`config.mk`:
```
export PLATFORM = sky130hd
export DESIGN_NAME = decode_stage
export DESIGN_NICKNAME = d
export VERILOG_FILES = /design/src/rtl/decode_stage.sv
export SDC_FILE = /design/constraint.sdc
export NUM_CORES = 2
export LEC_CHECK = 0
export BUFFER_PORTS_ARGS = -buffer_cell sky130_fd_sc_hd__buf_2
export CAP_MARGIN = 10
export CORE_UTILIZATION = 45
export DETAILED_ROUTE_END_ITERATION = 10
export PLACE_DENSITY = 0.62
export RECOVER_POWER = 100
export SLEW_MARGIN = 20
export SYNTH_ARGS = -nofsm -noshare
export SYNTH_HDL_FRONTEND = slang
export SYNTH_SLANG_ARGS = --single-unit
```
`constraint.sdc`:
```
create_clock -name clk -period 87.4 [get_ports clk]
set_clock_uncertainty 0.2 [all_clocks]
set_input_delay 4.37 -clock clk [delete_from_list [all_inputs] [get_ports clk]]
set_output_delay 4.37 -clock clk [all_outputs]
set_load 0.1 [all_outputs]
```
`src/rtl/decode_stage.sv`:
```
// decode_stage: MIPS ID stage with register file, operand forwarding, beq compare,
// branch target and the ID/EX pipeline register (bubble on load-use stall).
module decode_stage #(
    parameter int DATA_W    = 32,
    parameter int ALUCTRL_W = 4
) (
    input  logic                 clk,
    input  logic                 rst,
    input  logic [31:0]          instrD,
    input  logic [DATA_W-1:0]    pcPlus4D,
    input  logic                 regWriteD,
    input  logic                 mem2RegD,
    input  logic                 memWriteD,
    input  logic                 aluSrcD,
    input  logic                 regDstD,
    input  logic [ALUCTRL_W-1:0] aluCtrlD,
    input  logic                 stallE,
    input  logic [1:0]           fad,
    input  logic [1:0]           fbd,
    input  logic [DATA_W-1:0]    aluOutE,
    input  logic [DATA_W-1:0]    aluOutM,
    input  logic [DATA_W-1:0]    readDataM,
    input  logic                 regWriteW,
    input  logic [4:0]           writeRegW,
    input  logic [DATA_W-1:0]    resultW,
    output logic [5:0]           opcodeD,
    output logic [4:0]           rsD,
    output logic [4:0]           rtD,
    output logic                 eq,
    output logic [DATA_W-1:0]    branchTargetD,
    output logic                 validE,
    output logic                 regWriteE,
    output logic                 mem2RegE,
    output logic                 memWriteE,
    output logic                 aluSrcE,
    output logic [ALUCTRL_W-1:0] aluCtrlE,
    output logic [DATA_W-1:0]    srcAE,
    output logic [DATA_W-1:0]    srcBE,
    output logic [DATA_W-1:0]    immE,
    output logic [4:0]           rsE,
    output logic [4:0]           rtE,
    output logic [4:0]           writeRegE
);
    localparam int EW = 5 + ALUCTRL_W + 3 * DATA_W + 15;

    logic [DATA_W-1:0] rf_q [32];
    logic [DATA_W-1:0] rf_a, rf_b, src_a, src_b, imm;
    logic [EW-1:0]     e_d, e_q;

    assign opcodeD = instrD[31:26];
    assign rsD     = instrD[25:21];
    assign rtD     = instrD[20:16];

    always_ff @(posedge clk or posedge rst)
        if (rst)
            for (int i = 0; i < 32; i++) rf_q[i] <= '0;
        else if (regWriteW && writeRegW != 5'd0)
            rf_q[writeRegW] <= resultW;

    // Write-through lets an instruction in ID see the value being written back this cycle.
    always_comb begin
        rf_a  = (rsD == 5'd0) ? '0 : (regWriteW && writeRegW == rsD) ? resultW : rf_q[rsD];
        rf_b  = (rtD == 5'd0) ? '0 : (regWriteW && writeRegW == rtD) ? resultW : rf_q[rtD];
        src_a = (fad == 2'd0) ? rf_a : (fad == 2'd1) ? aluOutE : (fad == 2'd2) ? readDataM : aluOutM;
        src_b = (fbd == 2'd0) ? rf_b : (fbd == 2'd1) ? aluOutE : (fbd == 2'd2) ? readDataM : aluOutM;
        imm   = {{(DATA_W-16){instrD[15]}}, instrD[15:0]};
    end

    assign eq            = (src_a == src_b);
    assign branchTargetD = pcPlus4D + (imm << 2);

    assign e_d = stallE ? '0 : {1'b1, regWriteD, mem2RegD, memWriteD, aluSrcD, aluCtrlD,
                                src_a, src_b, imm, rsD, rtD,
                                regDstD ? instrD[15:11] : instrD[20:16]};

    always_ff @(posedge clk or posedge rst)
        if (rst) e_q <= '0;
        else     e_q <= e_d;

    assign {validE, regWriteE, mem2RegE, memWriteE, aluSrcE, aluCtrlE,
            srcAE, srcBE, immE, rsE, rtE, writeRegE} = e_q;
endmodule

```
==> key figures <==
Critical path
  • Critical Path End: eq
  • Critical Path Start: instrD[16]
  • Worst EP required: between 80000 and 90000 ps
  • Largest stage delay on the critical path: between 2000 and 3000 ps
  • Critical Setup Path Class: in2out
  • Cell family with most CP delay: buffers and inverters
  • Crit-path max FO: 43
  • CP Capture Type: output pin
  • FF-to-FF path depth: 5
  • Flop-to-flop setup slack: about 84000 ps
  • Reg2reg start: rf_q[12]$_DFFE_PP0P_
  • Crit path depth: 12
  • Type of origin of the critical path: primary input
  • Bufs and invs on worst path: 6
  • Most frequent CP cell: clkbuf_1
  • Crit path cell chain: clkbuf_1 > clkbuf_1 > clkbuf_1 > clkbuf_1 > inv_1 > a2111oi_0 > o211ai_1 > xor2_1 > nand4_1 > or4_1 > nor4_2 > clkbuf_1
  • Worst path slowest cell: clkbuf_1
  • FF-to-FF End: e_q[59]$_DFF_PP0_
  • WP data arrival: slightly below 20000 ps

Floorplanning
  • Row cnt: approximately 140
  • CORE AREA: ~0.14 mm²
  • Die ar.: about 0.14 mm²
  • Die X-Extent: approximately 370 µm
  • Starting Density: a little under half
  • Ports: about 380
  • Die height: between 300 and 400 µm

Synth
  • Syn Area/Cell: roughly 14 µm²
  • Register bit total from synthesis: between 1k and 1.5k
  • Yosys cell types: 86
  • Post-Syn Area: between 0.06 and 0.07 mm²
  • Synth top area cells: dfrtp_1 46%, mux2_2 20%, mux4_2 17%
  • Post-synth EDFFs: 0
  • Top FF cell, synth: dfrtp_1
  • Sequential share of the synthesized area: a little under half
  • Mapped Cells: 4376
  • Synth top area share: between 40% and 50%
  • Syn. warnings: 0
  • Async S/R FF share, synth: 100%
  • Area leader, netlist: dfrtp_1
  • Syn nets: between 4k and 5k

Route
  • Detail Route Antenna Nets: 0
  • DR WL/cell: between 30 and 40 µm
  • WL final: approximately 230000 µm
  • Via density per instance: 6.77
  • Initial drt markers: 5527
  • # DRC: 0
  • Vias: 43.2k
  • DRT Pass-1 Iters: 9

Clock network
  • Num CTS Buffers: between 100 and 150
  • CTS tree: done
  • CTS Buffer Depth: 3
  • Quantity of gates resized following cts: 0
  • Clk Latency, worst-skew pair: between 700 and 800 ps
  • # clock sinks: ~1.1k
  • H-tree depth: 3
  • Root Driver: clkbuf_16
  • Post-CTS setup buffers: 0
  • Hold Buf Count CTS: 0
  • Reg clk slew, reported paths: about 60 ps

STA
  • Setup tns final: 0 ps
  • Slew Limit Fails: around 2.6k
  • Final hold vios: 0
  • Unrepaired setup endpoints after global routing: false
  • F_max: between 0.04 and 0.05 GHz
  • Worst-Margin Slew: slightly below 7000 ps
  • Final min period: about 24000 ps
  • Crit share post-route: about 28%
  • Endpoints failing setup: 0
  • Slew Limit Headroom: -355%

Global route
  • Gr usage total: ~32%
  • Gr ovfl total: 0
  • Initial antenna violation count: 21
  • Vias in the first global route: between 40k and 50k
  • Largest net degree at the start of global routing: 183
  • First-pass GRT wire length: approximately 320000 µm

Outcome
  • Failing checks: capacitance limit, slew limit
  • Outcome: complete, but fails checks

Placement
  • GP Congestion: approximately 0.90
  • DP Wirelength: between 100000 and 150000 µm
  • Port bufs: between 300 and 400

Hold path
  • Hold Path Depth: 0
  • Worst Hold Class: reg2reg

Power and ir drop
  • Pwr/cell area: 23.4 mW/mm²
  • Max IR drop VDD: 0.0194 mV
  • Leakage power: 29.3 nW
  • Tot Pwr: about 1.6 mW

Job
  • MaxCap Viol Count: 77

Layout
  • Most frequent cells in the layout: 1128 x dfrtp_1, 1070 x mux2_2, 458 x mux4_2
  • Share of layout cells above drive strength 1: approximately 44%
  • Layout Nets: about 4.7k
  • Commonest non-fill, non-tap cell in the layout: dfrtp_1
  • Area Overhead vs Synth: 10.2%
-- layer usage --
layer  vias up  wire length (µm)  share of wire, %  track usage (%)
li1      17000                 -                 -                -
met1     23100             90200                40             44.7
met2      2553            100000                44             48.5
met3       559             24800                11             9.18
met4        12             10300               4.6             12.9
met5         -                80             0.035                0
-- cells in the mapped netlist (all sizes together), types with 6 or more instances --
| master | count |
|---|---|
| and2 | 25 |
| o21ai | 71 |
| a222oi | 33 |
| buf | 247 |
| o22ai | 14 |
| xnor2 | 51 |
| o211ai | 37 |
| and3 | 11 |
| a211oi | 19 |
| a22o | 23 |
| xor2 | 14 |
| o211a | 8 |
| dfrtp | 1128 |
| or2 | 6 |
| mux2 | 1070 |
| clkbuf | 244 |
| ha | 29 |
| nand2b | 10 |
| mux2i | 186 |
| a221oi | 26 |
| o221ai | 8 |
| nor2b | 42 |
| o21bai | 8 |
| o31ai | 6 |
| nand4 | 20 |
| nand2 | 109 |
| nand3 | 17 |
| inv | 16 |
| o21a | 20 |
| a22oi | 120 |
| nor3 | 15 |
| mux4 | 459 |
| a21oi | 80 |
| nor2 | 126 |
| a21o | 7 |
| nor3b | 8 |
-- cells by family after synthesis --
kind of cell / count (synthesis) / synth area share [%]
DFF: 1128 / 45.7
buffers and inverters: 508 / 4.09
and+or+nand+nor: 412 / 3.28
xor gates and xnor gates: 65 / 0.922
AOI/OAI and AO/OA: 518 / 6.11
muxes: 1715 / 39.3
adders and majority gates: 30 / 0.620
-- flip-flops by register name, summed over array words and instances (netlist names) --
register	cells
rf_q	1024
e_q	104
-- worst min-delay path by stage --
stage | startpoint | endpoint | slack [ps]
floorplan | rf_q[1001]$_DFFE_PP0P_ | rf_q[1001]$_DFFE_PP0P_ | 240
global placement | rf_q[996]$_DFFE_PP0P_ | rf_q[996]$_DFFE_PP0P_ | 180
detailed placement | rf_q[1014]$_DFFE_PP0P_ | rf_q[1014]$_DFFE_PP0P_ | 180
CTS | rf_q[998]$_DFFE_PP0P_ | rf_q[998]$_DFFE_PP0P_ | 200
global route | rf_q[999]$_DFFE_PP0P_ | rf_q[999]$_DFFE_PP0P_ | 210
finish | rf_q[993]$_DFFE_PP0P_ | rf_q[993]$_DFFE_PP0P_ | 190
-- through the flow --
stage	instances	area [µm²]	utilization [%]	setup WS, ps	hold WS, ps
after CTS	6368	68700	50.6	72100	196
final	6379	68100	50.1	63100	195
after global routing	6375	68100	50.1	60290	207
after detailed placement	6148	64600	47.5	72100	183
after floorplan	4376	61800	-	51060	241
after global placement	6147	64600	47.5	72130	177
-- worst reg2reg max path, stage by stage (launching register included) --
cell and delay [ps]:
dfrtp_1 400, mux4_2 480, a22o_1 270, a2111oi_0 710, o211ai_1 370, and2_0 340
-- power breakdown --
group | total (mW) | internal [mW] | switching (mW)
Sequential | 0.684 | 0.616 | 0.0682
Combinational | 0.369 | 0.178 | 0.192
Clock | 0.537 | 0.313 | 0.224
-- cell type report --
type	instances	area, µm²
inverter	17	66.3
timing repair buffer	485	2350
antenna	8	20.0
tap	1781	2230
fill	11900	67700
clock buffer	187	3660
multi-input combinational	2740	31100
clock inverter	33	453
sequential	1128	28200
Power figures use the tool's default switching activity.
